$ cat src/rtl/fir_xifu_regfile_sb.sv
// FIR XIFU packed-tap register file with per-register scoreboard, owner IDs, commit-kill and sample shift-in.
// Optional WB-to-ID bypass is enabled by defining FIR_XIFU_FWD_EN.
module fir_xifu_regfile_sb #(
    parameter int NB_REGS    = 4,
    parameter int DATA_WIDTH = 8,
    parameter int NB_RPORTS  = 2,
    parameter int ID_WIDTH   = 4,
    localparam int RW        = (NB_REGS > 1) ? $clog2(NB_REGS) : 1
) (
    input  logic                    clk_i,
    input  logic                    rst_ni,
    input  logic                    clear_i,
    input  logic                    id_valid_i,
    input  logic [NB_RPORTS*RW-1:0] id_rs_i,
    input  logic [NB_RPORTS-1:0]    id_rs_use_i,
    input  logic [RW-1:0]           id_rd_i,
    input  logic                    id_rd_we_i,
    input  logic [ID_WIDTH-1:0]     id_id_i,
    output logic                    id_ready_o,
    output logic [NB_RPORTS*32-1:0] id_rdata_o,
    input  logic                    wb_valid_i,
    input  logic [RW-1:0]           wb_rd_i,
    input  logic [ID_WIDTH-1:0]     wb_id_i,
    input  logic [1:0]              wb_mode_i,
    input  logic [31:0]             wb_wdata_i,
    input  logic                    kill_valid_i,
    input  logic [ID_WIDTH-1:0]     kill_id_i,
    output logic [NB_REGS-1:0]      sb_o,
    output logic                    busy_o,
    output logic                    wb_err_o
);

    localparam logic [31:0] TAP_MASK = 32'((64'd1 << DATA_WIDTH) - 64'd1);

    logic [NB_REGS-1:0][31:0]       regs_q, regs_d;
    logic [NB_REGS-1:0]             sb_q, sb_d;
    logic [NB_REGS-1:0][ID_WIDTH-1:0] owner_q, owner_d;
    logic                           wb_err_q, wb_err_d;

    logic [NB_REGS-1:0]             kill_hit;
    logic [NB_REGS-1:0]             pend;
    logic                           wb_acc;
    logic                           wb_eff;
    logic [31:0]                    wb_new;
    logic                           ready;
    logic                           issue_acc;
    logic [NB_RPORTS-1:0][RW-1:0]   rs_idx;

    // WB acceptance, kill matching and the post-mode value of the WB target
    always_comb begin
        wb_acc = wb_valid_i && sb_q[wb_rd_i] && (owner_q[wb_rd_i] == wb_id_i);
        for (int r = 0; r < NB_REGS; r++) begin
            kill_hit[r] = kill_valid_i && sb_q[r] && (owner_q[r] == kill_id_i);
        end
        // a kill on the same owner beats the write, so the WB has no effect at all
        wb_eff = wb_acc && !clear_i && !kill_hit[wb_rd_i];
        case (wb_mode_i)
            2'b00:   wb_new = wb_wdata_i;
            2'b01:   wb_new = (regs_q[wb_rd_i] << DATA_WIDTH) | (wb_wdata_i & TAP_MASK);
            default: wb_new = regs_q[wb_rd_i];
        endcase
        for (int r = 0; r < NB_REGS; r++) begin
`ifdef FIR_XIFU_FWD_EN
            pend[r] = sb_q[r] && !(wb_eff && (wb_rd_i == RW'(r)));
`else
            pend[r] = sb_q[r];
`endif
        end
    end

    always_comb begin
        ready = !(id_rd_we_i && pend[id_rd_i]);
        for (int p = 0; p < NB_RPORTS; p++) begin
            if (id_rs_use_i[p] && pend[rs_idx[p]]) ready = 1'b0;
        end
        issue_acc = id_valid_i && ready && id_rd_we_i && !clear_i;
    end

    for (genvar p = 0; p < NB_RPORTS; p++) begin : g_rport
        assign rs_idx[p] = id_rs_i[p*RW +: RW];
`ifdef FIR_XIFU_FWD_EN
        assign id_rdata_o[p*32 +: 32] = (wb_eff && (rs_idx[p] == wb_rd_i)) ? wb_new : regs_q[rs_idx[p]];
`else
        assign id_rdata_o[p*32 +: 32] = regs_q[rs_idx[p]];
`endif
    end

    // issue-set is applied last so that, with bypass, it wins over a same-cycle release
    always_comb begin
        regs_d   = regs_q;
        sb_d     = sb_q;
        owner_d  = owner_q;
        wb_err_d = wb_valid_i && !wb_acc && !clear_i;
        if (clear_i) begin
            regs_d  = '0;
            sb_d    = '0;
            owner_d = '0;
        end else begin
            sb_d = sb_q & ~kill_hit;
            if (wb_eff) begin
                sb_d[wb_rd_i]   = 1'b0;
                regs_d[wb_rd_i] = wb_new;
            end
            if (issue_acc) begin
                sb_d[id_rd_i]    = 1'b1;
                owner_d[id_rd_i] = id_id_i;
            end
        end
    end

    always_ff @(posedge clk_i or negedge rst_ni) begin
        if (!rst_ni) begin
            regs_q   <= '0;
            sb_q     <= '0;
            owner_q  <= '0;
            wb_err_q <= 1'b0;
        end else begin
            regs_q   <= regs_d;
            sb_q     <= sb_d;
            owner_q  <= owner_d;
            wb_err_q <= wb_err_d;
        end
    end

    assign id_ready_o = ready;
    assign sb_o       = sb_q;
    assign busy_o     = |sb_q;
    assign wb_err_o   = wb_err_q;

endmodule

$ cat config.mk
export PLATFORM = sky130hd
export DESIGN_NAME = fir_xifu_regfile_sb
export DESIGN_NICKNAME = d
export VERILOG_FILES = /design/src/rtl/fir_xifu_regfile_sb.sv
export SDC_FILE = /design/constraint.sdc
export NUM_CORES = 1
export LEC_CHECK = 0
export ABC_AREA = 1
export ABC_CLOCK_PERIOD_IN_PS = 2450
export CAP_MARGIN = 20
export CORE_MARGIN = 4
export CORE_UTILIZATION = 55
export DETAILED_ROUTE_END_ITERATION = 8
export PLACE_DENSITY_LB_ADDON = 0.05
export SETUP_SLACK_MARGIN = 0.05
export SYNTH_ARGS = -nofsm -noshare
export SYNTH_HDL_FRONTEND = slang
export SYNTH_SLANG_ARGS = --single-unit
$ cat constraint.sdc
create_clock -name clk_i -period 2.45 [get_ports clk_i]
set_input_delay 0.3675 -clock clk_i [delete_from_list [all_inputs] [get_ports clk_i]]
set_output_delay 0.3675 -clock clk_i [all_outputs]
set_load 0.02 [all_outputs]
==> metrics.csv, run 1 <==
metric,value,unit
fin nets,1711,
clock skew,0.01417,ns
DIE HEIGHT,142.2,um
P_sw,1.837,mW
CP arrival,2.01,ns
Int Power,4.872,mW
Layout area overhead,29.37,%
vias in the first global route,11370,
Post-synth EDFFs,0,
Synth Register Bits,149,
total congestion overflow,0,
share of power burned in combinational logic,0.178,
crit path max fanout,15,
die width,142.2,um
"Cell Chain, Critical Path",clkdlybuf4s50_1 -> inv_1 -> buf_12 -> buf_12 -> o21ai_0 -> o22ai_1 -> dlygate4sd2_1,
worst relative slew slack,0.5939,
Worst Setup End Kind,output port,
area of the die,0.02021,sq mm
area fraction of the dominant cell type after synthesis,0.3765,
placed standard-cell area,0.01218,sq mm
DP Worst Slack,-0.1627,ns
Worst path max stage delay,0.49,ns
Synth cell types,32,
CTS root buffer,clkbuf_16,
buffer and inverter count on the worst path,5,
HPWL after detailed placement,25030,um
# rows,48,
worst setup path category,in -> out,
reg2reg path depth,9,
worst setup margin,0.07292,ns
DRT Wirelength,37490,um
Clock Pin Slew Worst Setup and Hold Paths,0.06,ns
RSZ-0062 raised after global routing,false,
Antenna Nets Post-Route,0,
fin area,0.01281,sq mm
post-synthesis cell area,0.009902,sq mm
CTS Sinks,149,
setup violators final,0,
Synth Instances,1491,
Max IR drop VDD,551.4,uV
"top cells by count, synth","nand2_1, nor2_1, nand3_1",
largest net degree at the start of global routing,104,
Post-route DRC,0,
reg2reg start,sb_o[0],
Routed WL per cell,19.89,um
final hold violations,0,
final worst path period share,0.9702,
dominant delay contributor by cell family on the critical path,buffers and inverters,
Max Cap Viol,0,
Synth area leader,dfrtp_1,
mean post-synth cell area,6.641,sq um
Max Clock Freq,420.7,MHz
Tightest Pin Transition,0.6028,ns
Most common cell on crit path,buf_12,
total power,6.709,mW
status,"complete, no violations",
antenna violations before repair,0,
top-count cell post-synth,nand2_1,
initial DRC count,1727,
worst-case clock buffer depth,2,
Critical Path RT,2.08,ns
Slew Limit Fails,0,
register area share after synthesis,0.3765,
Ant. Diodes,0,
first-pass GRT wire length,59090,um
leakage,6.644,nW
Tmin final,2.377,ns
Power Density,523.7,mW/mm^2
vias,11970,
# IOs,134,
Synth Flop Type,dfrtp_1,
area of the core,0.01748,sq mm
Avg Vias per Cell,6.352,
Synth area leaders,"dfrtp_1, nand2_1, nand3_1, o21ai_0, nor2_1",
port bufs,133,
Tot GR Track Use,0.3670,
Fin Setup TNS,0,ns
HP Class,in -> async,
clock power share,0.452,
Pre-antenna DRT Iters,6,
layout cells sized above 1,0.1018,
Skew-Pair Late Insertion Delay,0.43,ns
crit path launch,id_rs_i[3],
Sw Ratio,0.2738,
Synth Net Count,1554,
global placer's final weighted congestion,0.9670,
CTS buffer count,17,
htree depth,4,
R2R Path End,regs_q[95],
Ys Warns,0,
crit path max-delay cell type,clkdlybuf4s50_1,
FF-to-FF setup slack,0.46,ns
Flop pwr share,0.370,
CTS tree,done,
smallest hold slack,0.4467,ns
Post-synth ARST share,1.000,
CP Launch Type,input port,
Initial Utilization,0.5666,
==> state kept, by name, indices dropped and copies added, names as in the netlist <==
| signal | cells |
|---|---|
| regs_q | 128 |
| owner_q | 16 |
| sb_o | 4 |
| wb_err_o | 1 |
==> stage by stage <==
stage,cells,utilization
floorplan,1491,-
global route,1885,0.7330
finish,1885,0.7330
detailed placement,1853,0.6972
CTS,1885,0.7319
global placement,1853,0.6972
==> area by class of cell <==
class | count | area [sq um]
clock buffer | 20 | 446.7
clock inverter | 11 | 224.0
fill | 1414 | 4667
inverter | 74 | 282.8
multi-input combinational | 1161 | 5379
sequential | 149 | 3729
tap | 225 | 281.5
timing repair buffer | 245 | 2467
==> worst max-delay path by stage <==
stage,endpoint,depth (start not counted)
finish,id_rdata_o[55],7
global route,id_ready_o,9
CTS,id_rdata_o[30],5
floorplan,id_rdata_o[0],6
detailed placement,id_rdata_o[55],7
global placement,id_rdata_o[55],7
==> power by group through the flow <==
stage,combinational [mW],clock (mW),sequential (mW)
final,1.19,3.03,2.49
after floorplan,0.584,0,2.53
after CTS,1.17,3.04,2.49
after detailed placement,1.21,0,2.53
after global placement,1.19,0,2.53
after global routing,1.27,3.14,2.49
==> layout by cell type, fill, tap and decap left out, types with 2 or more instances in the layout <==
| cell | Yosys | layout |
|---|---|---|
| nand2_1 | 427 | 427 |
| nor2_1 | 181 | 181 |
| nand3_1 | 176 | 176 |
| o21ai_0 | 174 | 174 |
| dfrtp_1 | 149 | 149 |
| o22ai_1 | 89 | 88 |
| buf_4 | 6 | 82 |
| clkdlybuf4s50_1 | 0 | 65 |
| inv_1 | 66 | 63 |
| dlygate4sd2_1 | 0 | 57 |
| a21oi_1 | 35 | 35 |
| a22oi_1 | 35 | 35 |
| buf_12 | 0 | 29 |
| clkbuf_16 | 0 | 17 |
| nand4_1 | 15 | 15 |
| nor3_1 | 11 | 11 |
| inv_2 | 6 | 8 |
| bufinv_16 | 0 | 6 |
| dlymetal6s2s_1 | 0 | 6 |
| nand3_4 | 4 | 4 |
| nor2_4 | 2 | 2 |
| nand2_2 | 2 | 2 |
| clkinv_2 | 2 | 2 |
| clkinv_4 | 0 | 2 |
| clkbuf_1 | 60 | 2 |
| clkinvlp_4 | 0 | 2 |
| buf_2 | 20 | 2 |
==> logic make-up after synthesis <==
logic type                after synthesis  share of synthesized area
DFF                                   149                     0.3765
buffers and inverters                 181                    0.08087
AOI/OAI and AO/OA                     336                     0.1904
and+or+nand+nor                       824                     0.3513
xor gates and xnor gates                1                  0.0008847
==> layer usage <==
layer  vias to the layer above  track usage  routed length, um
met4                         0       0.1641               1630
met3                       163      0.07997               4726
li1                       5342            -                  -
met2                       923       0.5809              17010
met5                         -            0                  0
met1                      5546       0.4857              14120
==> timing repair <==
action,4_1_cts,5_1_grt
hold buffers,1,0
endpoints found under the setup margin,59,9
hold endpoints to repair,44,0
resized for setup,59,10
gates cloned,0,0
buffers inserted,0,0
No activity file was read; power rests on OpenSTA's default activity.
==> run 2: changes to the inputs <==
--- a/config.mk
+++ b/config.mk
@@ -11,7 +11,8 @@
 export CORE_MARGIN = 4
 export CORE_UTILIZATION = 55
 export DETAILED_ROUTE_END_ITERATION = 8
-export PLACE_DENSITY_LB_ADDON = 0.05
+export PLACE_DENSITY = 0.81
+export REMOVE_ABC_BUFFERS = 1
 export SETUP_SLACK_MARGIN = 0.05
 export SYNTH_ARGS = -nofsm -noshare
 export SYNTH_HDL_FRONTEND = slang
==> metrics.csv, run 2 (synthesis gave the netlist of run 1 again) <==
metric,value,unit,change
Initial Utilization,0.5666,,unchanged
fin nets,1716,,+0.29%
Fin Setup TNS,0,ns,unchanged
Max Clock Freq,432.7,MHz,+2.8%
die width,142.2,um,unchanged
final worst path period share,0.9434,,-0.02687
placed insts,1858,,+0.27%
largest net degree at the start of global routing,57,,-45%
area of the core,0.01748,sq mm,unchanged
area of the die,0.02021,sq mm,unchanged
Pre-antenna DRT Iters,6,,unchanged
vias,11960,,-0.084%
worst-case clock buffer depth,2,,unchanged
Avg Vias per Cell,6.327,,-0.40%
CTS buffer count,17,,unchanged
Layout area overhead,27.95,%,
Max Cap Viol,0,,unchanged
Worst Setup End Kind,output port,,
htree depth,4,,unchanged
HPWL after detailed placement,25390,um,+1.4%
FF-to-FF setup slack,0.54,ns,+0.08 ns
FF/Latch Area,0.003729,sq mm,unchanged
setup bufs post-CTS,0,,unchanged
final hold violations,0,,unchanged
CP Launch Type,input port,,
status,"complete, no violations",,
Slew Limit Fails,0,,unchanged
Routed WL per cell,19.71,um,-0.90%
DIE HEIGHT,142.2,um,unchanged
Antenna Nets Post-Route,0,,unchanged
CP arrival,1.94,ns,-0.07 ns
DRT Wirelength,37270,um,-0.59%
port bufs,133,,unchanged
crit path launch,id_rs_i[3],,
setup violators final,0,,unchanged
reg2reg start,owner_q[15],,
Setup crit end,id_rdata_o[39],,
most frequent cells in the layout,"nand2_1, nor2_1, nand3_1",,
HP Class,in -> async,,
Skew-Pair Late Insertion Delay,0.43,ns,about the same
worst setup path category,in -> out,,
Max IR drop VDD,522.6,uV,-5.2%
multi-input logic area,0.005376,sq mm,about the same
global placer's final weighted congestion,0.9728,,+0.60%
RSZ-0062 raised after global routing,false,,
Critical Path RT,2.08,ns,about the same
reg2reg path depth,9,,unchanged
first-pass GRT wire length,58550,um,-0.92%
antenna violations before repair,0,,unchanged
"commonest non-fill, non-tap cell in the layout",nand2_1,,
Power Density,498.1,mW/mm^2,-4.9%
Clock Pin Slew Worst Setup and Hold Paths,0.06,ns,about the same
total congestion overflow,0,,unchanged
initial DRC count,1880,,+8.9%
worst relative slew slack,0.6320,,+0.03814
largest register by flop count,regs_q,,
Tmin final,2.311,ns,-0.06584 ns
crit path max fanout,7,,-8
worst setup margin,0.1388,ns,+0.06584 ns
Post-route DRC,0,,unchanged
vias in the first global route,11420,,+0.45%
total power,6.310,mW,-5.9%
Tot GR Track Use,0.3641,,-0.002873
CTS root buffer,clkbuf_16,,
Fill cells,1378,,-2.5%
final non-filler cell total,1891,,+0.32%
clock skew,0.009760,ns,-0.004407 ns
# rows,48,,unchanged
CTS Sinks,149,,unchanged
DP Worst Slack,-0.2391,ns,-0.07640 ns
CTS tree,done,,
R2R Path End,regs_q[40],,
max FFs per register,128,,unchanged
# IOs,134,,unchanged
layout cells sized above 1,0.1051,,+0.003298
leakage,6.536,nW,-1.6%
Tightest Pin Transition,0.5520,ns,-0.05085 ns
run 2: cell type report:
| class | count | area share |
|---|---|---|
| Multi-Input combinational cell | 1161 | 0.4244 |
| Sequential cell | 149 | 0.2943 |
| Timing Repair Buffer | 250 | 0.1906 |
| Clock buffer | 20 | 0.03605 |
| Inverter | 74 | 0.02232 |
| Tap cell | 225 | 0.02222 |
| Clock inverter | 11 | 0.009974 |
| Antenna cell | 1 | 0.0001975 |
run 2: worst min path at each step:
| stage | from | depth (start not counted) | to |
|---|---|---|---|
| after CTS | rst_ni | 2 | owner_q[8] |
| final | rst_ni | 2 | owner_q[0] |
| after detailed placement | rst_ni | 1 | owner_q[8] |
| after floorplan | rst_ni | 0 | owner_q[0] |
| after global placement | rst_ni | 1 | owner_q[1] |
| after global routing | rst_ni | 2 | owner_q[0] |
run 2: stage by stage:
step | instance area (sq um) | hold WS, ns | utilization
finish | 12670 | 0.4716 | 0.7249
floorplan | 9382 | 0.07191 | -
CTS | 12660 | 0.4931 | 0.7246
global route | 12670 | 0.5027 | 0.7248
detailed placement | 12150 | 0.3778 | 0.6950
global placement | 12150 | 0.3757 | 0.6950
run 2: per-layer routing:
layer  vias up  GRT usage  wire length [um]  share of wire
li1       5365          -                 -              -
met1      5466     0.4830             14000           0.38
met2       953     0.5652             16860           0.45
met3       180    0.08569              4748           0.13
met4         0     0.1727              1656          0.044
met5         -          0                 0              0
run 2: power by group:
| part | internal (mW) | total [mW] | switching (mW) |
|---|---|---|---|
| Combinational | 0.444 | 1.18 | 0.736 |
| Sequential | 2.47 | 2.49 | 0.0149 |
| Clock | 1.55 | 2.65 | 1.09 |
run 2: worst max-delay path, stage by stage:
cell	delay, ns
clkdlybuf4s50_1	0.46
inv_2	0.20
buf_4	0.21
buf_12	0.12
o21ai_0	0.07
o22ai_1	0.14
dlygate4sd2_1	0.38
run 2: repair_timing:
action	in CTS	in global routing
setup endpoints to repair	64	3
cloned	0	0
hold buffers	1	0
endpoints found under the hold margin	53	0
gates resized for setup	66	3
